`config.mk`:
```
export PLATFORM = sky130hd
export DESIGN_NAME = spi_sample_monitor
export DESIGN_NICKNAME = d
export VERILOG_FILES = /design/src/rtl/spi_sample_monitor.sv
export SDC_FILE = /design/constraint.sdc
export NUM_CORES = 1
export LEC_CHECK = 0
export BUFFER_PORTS_ARGS = -buffer_cell sky130_fd_sc_hd__clkbuf_2
export CAP_MARGIN = 40
export CORE_MARGIN = 5
export CORE_UTILIZATION = 45
export CTS_BUF_LIST = sky130_fd_sc_hd__clkbuf_8 sky130_fd_sc_hd__clkbuf_16
export CTS_CLUSTER_SIZE = 25
export DETAILED_ROUTE_END_ITERATION = 10
export PLACE_DENSITY_LB_ADDON = 0.12
export SYNTH_ARGS = -nofsm -noshare
export SYNTH_HDL_FRONTEND = slang
export SYNTH_SLANG_ARGS = --single-unit
```
`constraint.sdc`:
```
create_clock -name clk_in -period 4.5 [get_ports clk_in]
set_input_delay 0.9 -clock clk_in [delete_from_list [all_inputs] [get_ports clk_in]]
set_output_delay 0.9 -clock clk_in [all_outputs]
set_load 0.05 [all_outputs]
```
`src/rtl/spi_sample_monitor.sv`:
```
// spi_sample_monitor: moving average, hysteresis alarm, error/fault and timeout
// supervision over the audited byte stream of the SPI receiver.
// Ports:
//   clk_in     system clock, all logic on posedge
//   rst        synchronous active-low reset
//   byte_valid one-cycle pulse, one frame ended
//   byte_ok    frame had exactly 8 bits (qualified by byte_valid)
//   byte_data  received byte (qualified by byte_valid && byte_ok)
//   avg_out    moving average of the last 2**AVG_LOG2 good samples
//   avg_valid  one-cycle pulse when avg_out updated from a full window
//   alarm      hysteresis threshold alarm
//   fault      high while in FAULT
//   timeout    no good frame for TIMEOUT_CYC cycles
//   err_cnt    total bad frames, saturating at 255
//   led        active-low LEDs: led[0]=~alarm, led[1]=~(fault|timeout)
module spi_sample_monitor #(
   parameter int         AVG_LOG2    = 2,
   parameter logic [7:0] THR_HI      = 8'd30,
   parameter logic [7:0] THR_LO      = 8'd25,
   parameter int         ERR_LIMIT   = 3,
   parameter int         TIMEOUT_CYC = 12_000_000
) (
   input  logic       clk_in,
   input  logic       rst,
   input  logic       byte_valid,
   input  logic       byte_ok,
   input  logic [7:0] byte_data,
   output logic [7:0] avg_out,
   output logic       avg_valid,
   output logic       alarm,
   output logic       fault,
   output logic       timeout,
   output logic [7:0] err_cnt,
   output logic [1:0] led
);
   localparam int N  = 2 ** AVG_LOG2;
   localparam int SW = 8 + AVG_LOG2;
   localparam int CW = $clog2(ERR_LIMIT + 1);
   localparam int TW = $clog2(TIMEOUT_CYC + 1);
   localparam logic [AVG_LOG2-1:0] FILL_LAST = AVG_LOG2'(N - 1);
   localparam logic [CW-1:0]       ERR_MAX   = CW'(ERR_LIMIT);
   localparam logic [TW-1:0]       TO_MAX    = TW'(TIMEOUT_CYC - 1);

   typedef enum logic [1:0] {FILL, RUN, FAULT} state_e;

   state_e              state_q, state_d;
   logic [7:0]          win_q [N];
   logic [7:0]          win_d [N];
   logic [SW-1:0]       sum_q, sum_d;
   logic [AVG_LOG2-1:0] ptr_q, ptr_d;
   logic [AVG_LOG2-1:0] fill_q, fill_d;
   logic [CW-1:0]       consec_q, consec_d;
   logic [TW-1:0]       to_q, to_d;
   logic [7:0]          avg_q, avg_d;
   logic                avg_valid_q, avg_valid_d;
   logic                alarm_q, alarm_d;
   logic                timeout_q, timeout_d;
   logic [7:0]          err_q, err_d;
   logic                good, bad, err_hit;

   assign good     = byte_valid & byte_ok;
   assign bad      = byte_valid & ~byte_ok;
   assign consec_d = bad ? ((consec_q == ERR_MAX) ? consec_q : consec_q + 1'b1) : good ? '0 : consec_q;
   assign err_hit  = bad && (consec_d == ERR_MAX);

   always_ff @(posedge clk_in) begin
      if (!rst) begin
         state_q     <= FILL;
         for (int i = 0; i < N; i++) win_q[i] <= '0;
         sum_q       <= '0;
         ptr_q       <= '0;
         fill_q      <= '0;
         consec_q    <= '0;
         to_q        <= '0;
         avg_q       <= '0;
         avg_valid_q <= 1'b0;
         alarm_q     <= 1'b0;
         timeout_q   <= 1'b0;
         err_q       <= '0;
      end else begin
         state_q     <= state_d;
         win_q       <= win_d;
         sum_q       <= sum_d;
         ptr_q       <= ptr_d;
         fill_q      <= fill_d;
         consec_q    <= consec_d;
         to_q        <= to_d;
         avg_q       <= avg_d;
         avg_valid_q <= avg_valid_d;
         alarm_q     <= alarm_d;
         timeout_q   <= timeout_d;
         err_q       <= err_d;
      end
   end

   always_comb begin
      state_d = state_q;
      if (state_q == FAULT) state_d = good ? FILL : FAULT;
      else if (err_hit) state_d = FAULT;
      else if (good && state_q == FILL && fill_q == FILL_LAST) state_d = RUN;
   end

   always_comb begin
      win_d       = win_q;
      sum_d       = sum_q;
      ptr_d       = ptr_q;
      fill_d      = fill_q;
      avg_d       = avg_q;
      avg_valid_d = 1'b0;
      if (good && state_q == FAULT) begin
         // Recovery restarts the window with this byte as its only sample
         for (int i = 0; i < N; i++) win_d[i] = '0;
         win_d[0] = byte_data;
         sum_d    = SW'(byte_data);
         ptr_d    = AVG_LOG2'(1);
         fill_d   = AVG_LOG2'(1);
      end else if (good) begin
         win_d[ptr_q] = byte_data;
         sum_d        = sum_q - SW'(win_q[ptr_q]) + SW'(byte_data);
         ptr_d        = ptr_q + 1'b1;
         fill_d       = fill_q + 1'b1;
         if (state_d == RUN) begin
            avg_d       = 8'(sum_d >> AVG_LOG2);
            avg_valid_d = 1'b1;
         end
      end
      // Alarm judges the average published on the previous cycle
      alarm_d   = (state_d == FAULT) ? 1'b0 :
                  !avg_valid_q ? alarm_q :
                  (avg_q > THR_HI) ? 1'b1 :
                  (avg_q < THR_LO) ? 1'b0 : alarm_q;
      err_d     = (bad && err_q != 8'hFF) ? err_q + 1'b1 : err_q;
      to_d      = good ? '0 : (to_q == TO_MAX) ? to_q : to_q + 1'b1;
      timeout_d = (to_d == TO_MAX);
   end

   always_comb begin
      avg_out   = avg_q;
      avg_valid = avg_valid_q;
      alarm     = alarm_q;
      fault     = (state_q == FAULT);
      timeout   = timeout_q;
      err_cnt   = err_q;
      led       = {~(fault | timeout_q), ~alarm_q};
   end
endmodule

```
# == Word-level counts from Yosys, hierarchy flattened ==
# Cells that the tools add are included.
# totals
regBits,93
latchBits,0
mem_bits_rw,0
mem_bits_ro,0
inputBits,12
out_inout_bits,22
elab_cells,88
memories,0
# classes
add_sub_neg,7
mul,0
div,0
n_lt_le_gt_ge,4
eq_ne,9
shift,0
muxes,26
bitwise_logic,10
reduce_logical,14
# ops
operator,n
$mux 32,2
$eq 24x24->1 const B,2
$mux 24,2
$mux 8,5
$bwmux 32,1
$add 24x1->24 const B,1
$bmux 8 s2,1
$demux 8 s2,1
$mux 2,7
$add 10x8->10,1
$eq 2x2->1 const B,5
$sub 10x8->10,1
$add 8x1->8 const B,1
$gt 8x5->1 const B,1
$lt 8x5->1 const B,1
$ne 8x8->1 const B,1
$mux 1,7
$add 2x1->2 const B,3
$logic_and 1x1->1,6
$not 1->1,6
$reduce_bool 2->1,2
$reduce_or 2->1,2
$ge 3x3->1 const B,1
$lt 3x1->1 const B,1
8 further kinds,9

# == Depth between registers and ports, before layout ==
# Gate-level depths: netlist (run 1).
# depth
word_depth,9
ltp_mapped,14
mapped_depth_nobuf,13

# == Least setup slack after synthesis (run 1) ==
# No wires, ideal clock.
# synth_timing
kind,flip-flop to flip-flop
from,register ptr_q[0]
to,"register avg_q[7], in the netlist avg_out[7]"
setup_time_ps,70
t_arrival_ps,3697
required_time_ps,4430
setup_slack_ps,732
path_stages_with_launch,13
n_path_buf,1
synth_period_minus_slack_ps,3768
path_cell_list,dfxtp_1 -> buf_1 -> mux4_2 -> fa_1 -> inv_1 -> ha_1 -> a21o_1 -> a41oi_1 -> a21oi_1 -> o311ai_0 -> xnor2_1 -> nand2_1 -> a21oi_1
# synth_via
elab_chain_cells,6
# synth_rtl
element,line_no,source
start: declaration,50,"logic [AVG_LOG2-1:0] ptr_q, ptr_d;"
start signal: assignment,84,ptr_q <= ptr_d;
$not 2->3 (not written as such),119,sum_d = sum_q - SW'(win_q[ptr_q]) + SW'(byte_data);
$bmux 8 s2,119,
$mux 8 (not written as such) (2 in series),119,
$sub 10x8->10,119,
$add 10x8->10,119,
end signal: assignment,88,avg_q <= avg_d;
end: declaration,54,"logic [7:0] avg_q, avg_d;"
# No other way between the ends. The select of a mux whose other input is x is not followed.
# A chain may end at the register's enable or synchronous reset.

# == Worst setup path in the final report (run 1) ==
# Same ends and word-level chain as after synthesis.

==> out/qor.txt, run 1 <==
status - finished, final reports clean
CTS root buf - clkbuf_8
CTS clk-pin slew, worst paths - 0.09 ns
final setup fails - 0
CTS buffer count - 9
Synth Cell Area - 0.00502 mm2
Slew @ Worst Pin - 0.774 ns
Pre-antenna DRT Iters - 4
Port Buf Inserts - 33
DR iter-0 viols - 180
HPWL after DPL - 8.40 mm
Nets - 665
CP Launch Type - register
FP Rows - 38
Final Hold Viols - 0
CTS Buffer Depth - 2
Yosys top cell area share - 37.1%
WP data arrival - 4.06 ns
Tmin final - 3.75 ns
Finished Layout Cells - 773
Worst Skew - 0.0125 ns
first-pass GRT wire length - 19.9 mm
Post-synth top flop - dfxtp_1
Slew Limit Fails - 0
worst path required time - 4.81 ns
Syn. warnings - 0
Worst Path Buf+Inv - 1
syn nets - 650
Async S/R FF share, synth - 0%
Avg Vias per Cell - 5.42
cts repair resizes - 0
Post-Route WL - 11.6 mm
DRC Markers - 0
CP endpoint kind - register
Slew HR - 48.0%
Area Growth Syn to Fin - 8.80%
number of synthesized flops with an enable pin - 0
GR Util All Layers - 18.5%
largest cells by area after synthesis - dfxtp_1, a21oi_1, nand2_1
Die X - 116 um
Worst path top cell family by delay - compound AO/OA/AOI/OAI gates
peak supply drop - 0.199 mV
sequential share of the synthesized area - 37.1%
Die H - 116 um
IO Count - 34
Post-Route Setup TNS - 0 ns
Initial Util - 46.1%
layout cells sized above 1 - 11.8%
number of synthesized register bits - 93
GRT Residual Overflow - 0
CTS Sinks - 93
Max H-tree Level - 3
area leader, netlist - dfxtp_1
HP Class - register to register
Cells after Synth - 613
Vias - 4188
Power, Total - 1.83 mW
Die Area - 0.0134 mm2
Clock Latency Late Sink - 0.38 ns
RSZ-0062 raised after global routing - no
Final GP Congestion - 0.825
Hold Buf Count CTS - 0
Netlist cell types - 63
pwr dens - 336 mW/mm2
CP Cell Sequence - mux4_2 -> fa_1 -> inv_1 -> ha_1 -> a21o_1 -> a41oi_1 -> a21oi_1 -> o311ai_0 -> xnor2_1 -> nand2_1 -> a21oi_1
Pleak - 2.03 nW
Max-cap violations - 0
Critical-path top delay cell - dfxtp_1
pin count of the biggest net entering global routing - 31
CTS tree - done
core area - 0.0109 mm2
initial antenna violation count - 0
final core occ - 50.1%
Antenna diodes - 0
synthesized area per cell - 8.18 um2
critical path class - register to register
Worst path most repeated cell - a21oi_1
Wirelength per Cell - 15.0 um
Tcrit/Tclk final - 83.2%
Placed Instances - 757
Post-CTS Setup Bufs - 0
FMAX - 267 MHz
Routed Antenna Nets - 0
number of global-route vias before repair - 4196
CP peak stage delay - 0.59 ns
Crit Path Max Fanout - 9
## sequential cells by signal, indices dropped and copies added, names as in the netlist
name       flops
win_q         32
to_q          24
sum_q         10
avg_out        8
err_cnt        8
consec_q       2
fill_q         2
ptr_q          2
state_q        2
alarm          1
avg_valid      1
timeout        1
## where the power goes
group	switching [mW]	internal [mW]	total [mW]
logic	0.209	0.135	0.344
clock network	0.310	0.316	0.625
registers	0.0183	0.845	0.863
total	0.537	1.30	1.83
## metrics by stage
step	worst slack (ns)	instance area [um2]	hold WS [ns]
2_1_floorplan	0.732	5020	0.432
3_3_place_gp	0.801	5230	0.439
3_5_place_dp	0.736	5240	0.447
4_1_cts	0.747	5460	0.460
5_1_grt	0.495	5460	0.481
6_report	0.755	5460	0.457
## per-layer routing
layer / track usage (%) / part of all wire, % / wire, um
met5: 0 / 0 / 0
met3: 2.98 / 3.1 / 364
met4: 9.00 / 2.1 / 244
met2: 29.2 / 45 / 5230
met1: 24.8 / 49 / 5710
## cell type report
class / count / area, um2
Fill cell: 1072 / 5430
Timing Repair Buffer: 38 / 203
Tap cell: 140 / 175
Clock buffer: 9 / 124
Clock inverter: 7 / 98.8
Multi-Input combinational cell: 442 / 2830
Inverter: 44 / 165
Sequential cell: 93 / 1860
## path summary, 6_finish.rpt
check / startpoint / slack, ns / cells after the start / endpoint
worst max-delay path: ptr_q[0] / 0.75 / 11 / avg_out[7]
worst max register to register: ptr_q[0] / 0.75 / 11 / avg_out[7]
worst min-delay path: win_q[16] / 0.46 / 2 / win_q[16]
worst min register to register: win_q[16] / 0.46 / 2 / win_q[16]
## cell usage in the layout (no fill, tap or decap), types with 11 or more instances in the layout
master | synthesis | routed
o21ai_0 | 16 | 15
ha_1 | 17 | 17
dfxtp_1 | 93 | 93
a21oi_1 | 62 | 62
nor3_1 | 17 | 17
nand2_1 | 71 | 71
nor2_1 | 67 | 67
inv_1 | 43 | 43
nand3_1 | 48 | 48
xor2_1 | 11 | 11
xnor2_1 | 19 | 19
clkbuf_2 | 0 | 33
## cell families after synthesis
kind of cell	share of synthesized area (%)
AO/OA/AOI/OAI	14.0
XOR/XNOR	5.24
buffers and inverters	6.53
adder cells (fa/ha/maj)	7.43
flip-flops	37.1
AND/OR/NAND/NOR	24.9
multiplexers	4.79
## cell usage after synthesis, drive strengths merged, types with 3 or more instances
cell	n
a21oi	63
xor2	11
dfxtp	93
buf	8
nor3	18
or3	6
and2	5
xnor2	19
fa	8
nor2	68
nor4	4
a21o	3
nand4	10
a211oi	9
ha	17
and3	3
clkbuf	26
o31ai	3
or4	3
nand3b	4
nand3	48
nand2b	4
inv	43
mux2i	6
o21ai	17
mux4	8
nor3b	3
a31oi	6
nand2	71
## worst reg2reg max path: stages, from the launching register on
cell      delay [ns]
dfxtp_1         0.59
mux4_2          0.58
fa_1            0.55
inv_1           0.06
ha_1            0.28
a21o_1          0.20
a41oi_1         0.31
a21oi_1         0.15
o311ai_0        0.57
xnor2_1         0.19
nand2_1         0.07
a21oi_1         0.16
No activity file was read; power rests on OpenSTA's default activity.
==> run 2, diff against run 1 <==
==> constraint.sdc (replaced) <==
create_clock -name clk_in -period 3.65 [get_ports clk_in]
set_input_delay 0.73 -clock clk_in [delete_from_list [all_inputs] [get_ports clk_in]]
set_output_delay 0.73 -clock clk_in [all_outputs]
set_load 0.05 [all_outputs]
==> run 2 against run 1 <==
Net effect:
- clock power increased by 18%
- register-to-register slack got worse by 0.52 ns
- sequential share of layout area decreased by 0.31 points
- flip-flop and latch count unchanged
- global-route usage increased by 0.25 points
- cell area increased by 0.99%
- worst setup slack got worse by 0.52 ns
- final cell count increased by 1.0%
- via count increased by 2.0%
==> out/qor.txt, run 2 (synthesis gave the netlist of run 1 again) <==
status - finished, final reports clean
RSZ-0062 raised after global routing - no
HP Class - register to register
FMAX - 293 MHz
CP Cell Sequence - buf_4 -> mux4_2 -> fa_1 -> inv_1 -> ha_1 -> nor2b_1 -> o21ai_0 -> a21boi_0 -> o21ai_0 -> a21oi_2 -> nor4b_1 -> a311o_1
Routed Antenna Nets - 0
CTS buffer count - 9
commonest non-fill, non-tap cell in the layout - dfxtp_1
Placed Instances - 765
GRT Residual Overflow - 0
Crit Path Max Fanout - 7
Final WS setup - 0.236 ns
final non-filler cell area - 0.00551 mm2
Max-cap violations - 0
Slew Limit Fails - 0
pwr dens - 408 mW/mm2
Slew HR - 47.5%
CTS Sinks - 93
top flop regs - win_q: 32 flops, to_q: 24 flops, sum_q: 10 flops
Pleak - 2.07 nW
Antenna diodes - 0
Worst Skew - 0.0139 ns
Post-Route Setup TNS - 0 ns
Nets - 673
final setup fails - 0
worst path required time - 3.93 ns
DRC Markers - 0
Tcrit/Tclk final - 93.5%
Cell Area, Placed - 0.00530 mm2
pin count of the biggest net entering global routing - 28
DR iter-0 viols - 225
most frequent cells in the layout - dfxtp_1, nand2_1, nor2_1, a21oi_1, nand3_1
Pre-antenna DRT Iters - 4
Initial Util - 46.1%
Hold Buf Count CTS - 0
Finished Layout Cells - 781
number of global-route vias before repair - 4123
IO Count - 34
pre-CTS WS - 0.107 ns
Wirelength per Cell - 14.9 um
Avg Vias per Cell - 5.47
Critical-path top delay cell - mux4_2
FP Rows - 38
critical path class - register to register
Max H-tree Level - 3
CTS tree - done
Worst path top cell family by delay - compound AO/OA/AOI/OAI gates
WP data arrival - 3.70 ns
Final Hold Viols - 0
register name with the most flops - win_q
Post-Route WL - 11.7 mm
first-pass GRT wire length - 20.0 mm
GR Util All Layers - 18.8%
max reg flops - 32
Die H - 116 um
peak supply drop - 0.325 mV
Tmin final - 3.41 ns
CP peak stage delay - 0.50 ns
Worst path most repeated cell - o21ai_0
CTS clk-pin slew, worst paths - 0.09 ns
initial antenna violation count - 0
Vias - 4270
CP endpoint kind - register
Port Buf Inserts - 33
Die Area - 0.0134 mm2
HPWL after DPL - 8.53 mm
Final GP Congestion - 0.849
fillers - 1075
Area Growth Syn to Fin - 9.88%
Worst Path Buf+Inv - 2
Die X - 116 um
core area - 0.0109 mm2
CTS Buffer Depth - 2
Slew @ Worst Pin - 0.781 ns
CP Launch Type - register
Clock Latency Late Sink - 0.38 ns
CTS root buf - clkbuf_8
layout cells sized above 1 - 13.1%
==> run 2: tightest hold or removal path, cell delays in order (launching register included) <==
cell and delay, ns:
dfxtp_1 0.32, nand2_1 0.05, a21oi_1 0.05
==> run 2: stage by stage <==
stage | util [%] | hold WS, ns | power (mW)
5_1_grt | 50.6 | 0.481 | 2.38
6_report | 50.6 | 0.457 | 2.25
3_3_place_gp | 48.6 | 0.442 | 1.52
2_1_floorplan | - | 0.432 | 1.41
4_1_cts | 50.6 | 0.459 | 2.27
3_5_place_dp | 48.6 | 0.446 | 1.53
==> run 2: area by class of cell <==
cell class | instances | area [um2] | share of cell area, %
well taps | 140 | 175 | 3.18
flip-flops and latches | 93 | 1860 | 33.8
clock buffers | 12 | 165 | 3.00
clock inverters | 4 | 46.3 | 0.840
inverters | 44 | 165 | 3.00
repair buffers | 46 | 263 | 4.77
multi-input cells | 442 | 2840 | 51.4
==> run 2: final timing paths <==
path                                from         end  slack, ns  depth (start not counted)
worst max-delay path            ptr_q[0]  avg_out[6]       0.24                         12
worst min-delay path            sum_q[1]    sum_q[1]       0.46                          2
worst max register to register  ptr_q[0]  avg_out[6]       0.24                         12
worst min register to register  sum_q[1]    sum_q[1]       0.46                          2
==> run 2: per-layer routing <==
| layer | GRT usage [%] | vias to the layer above | share of wire [%] |
|---|---|---|---|
| li1 | - | 2164 | - |
| met1 | 24.3 | 1994 | 47 |
| met2 | 29.9 | 93 | 46 |
| met3 | 4.70 | 19 | 4.9 |
| met4 | 7.75 | 0 | 2.1 |
| met5 | 0 | - | 0 |
==> run 2: what timing repair did <==
action,CTS,global route
resized for setup,0,3
endpoints found under the setup margin,0,5
setup buffers,0,0
==> run 2: where the power goes <==
group          internal (mW)  total [mW]  switching (mW)
clock                  0.369       0.736           0.367
sequential              1.04        1.06          0.0201
combinational          0.183       0.450           0.266
total                   1.59        2.25           0.653
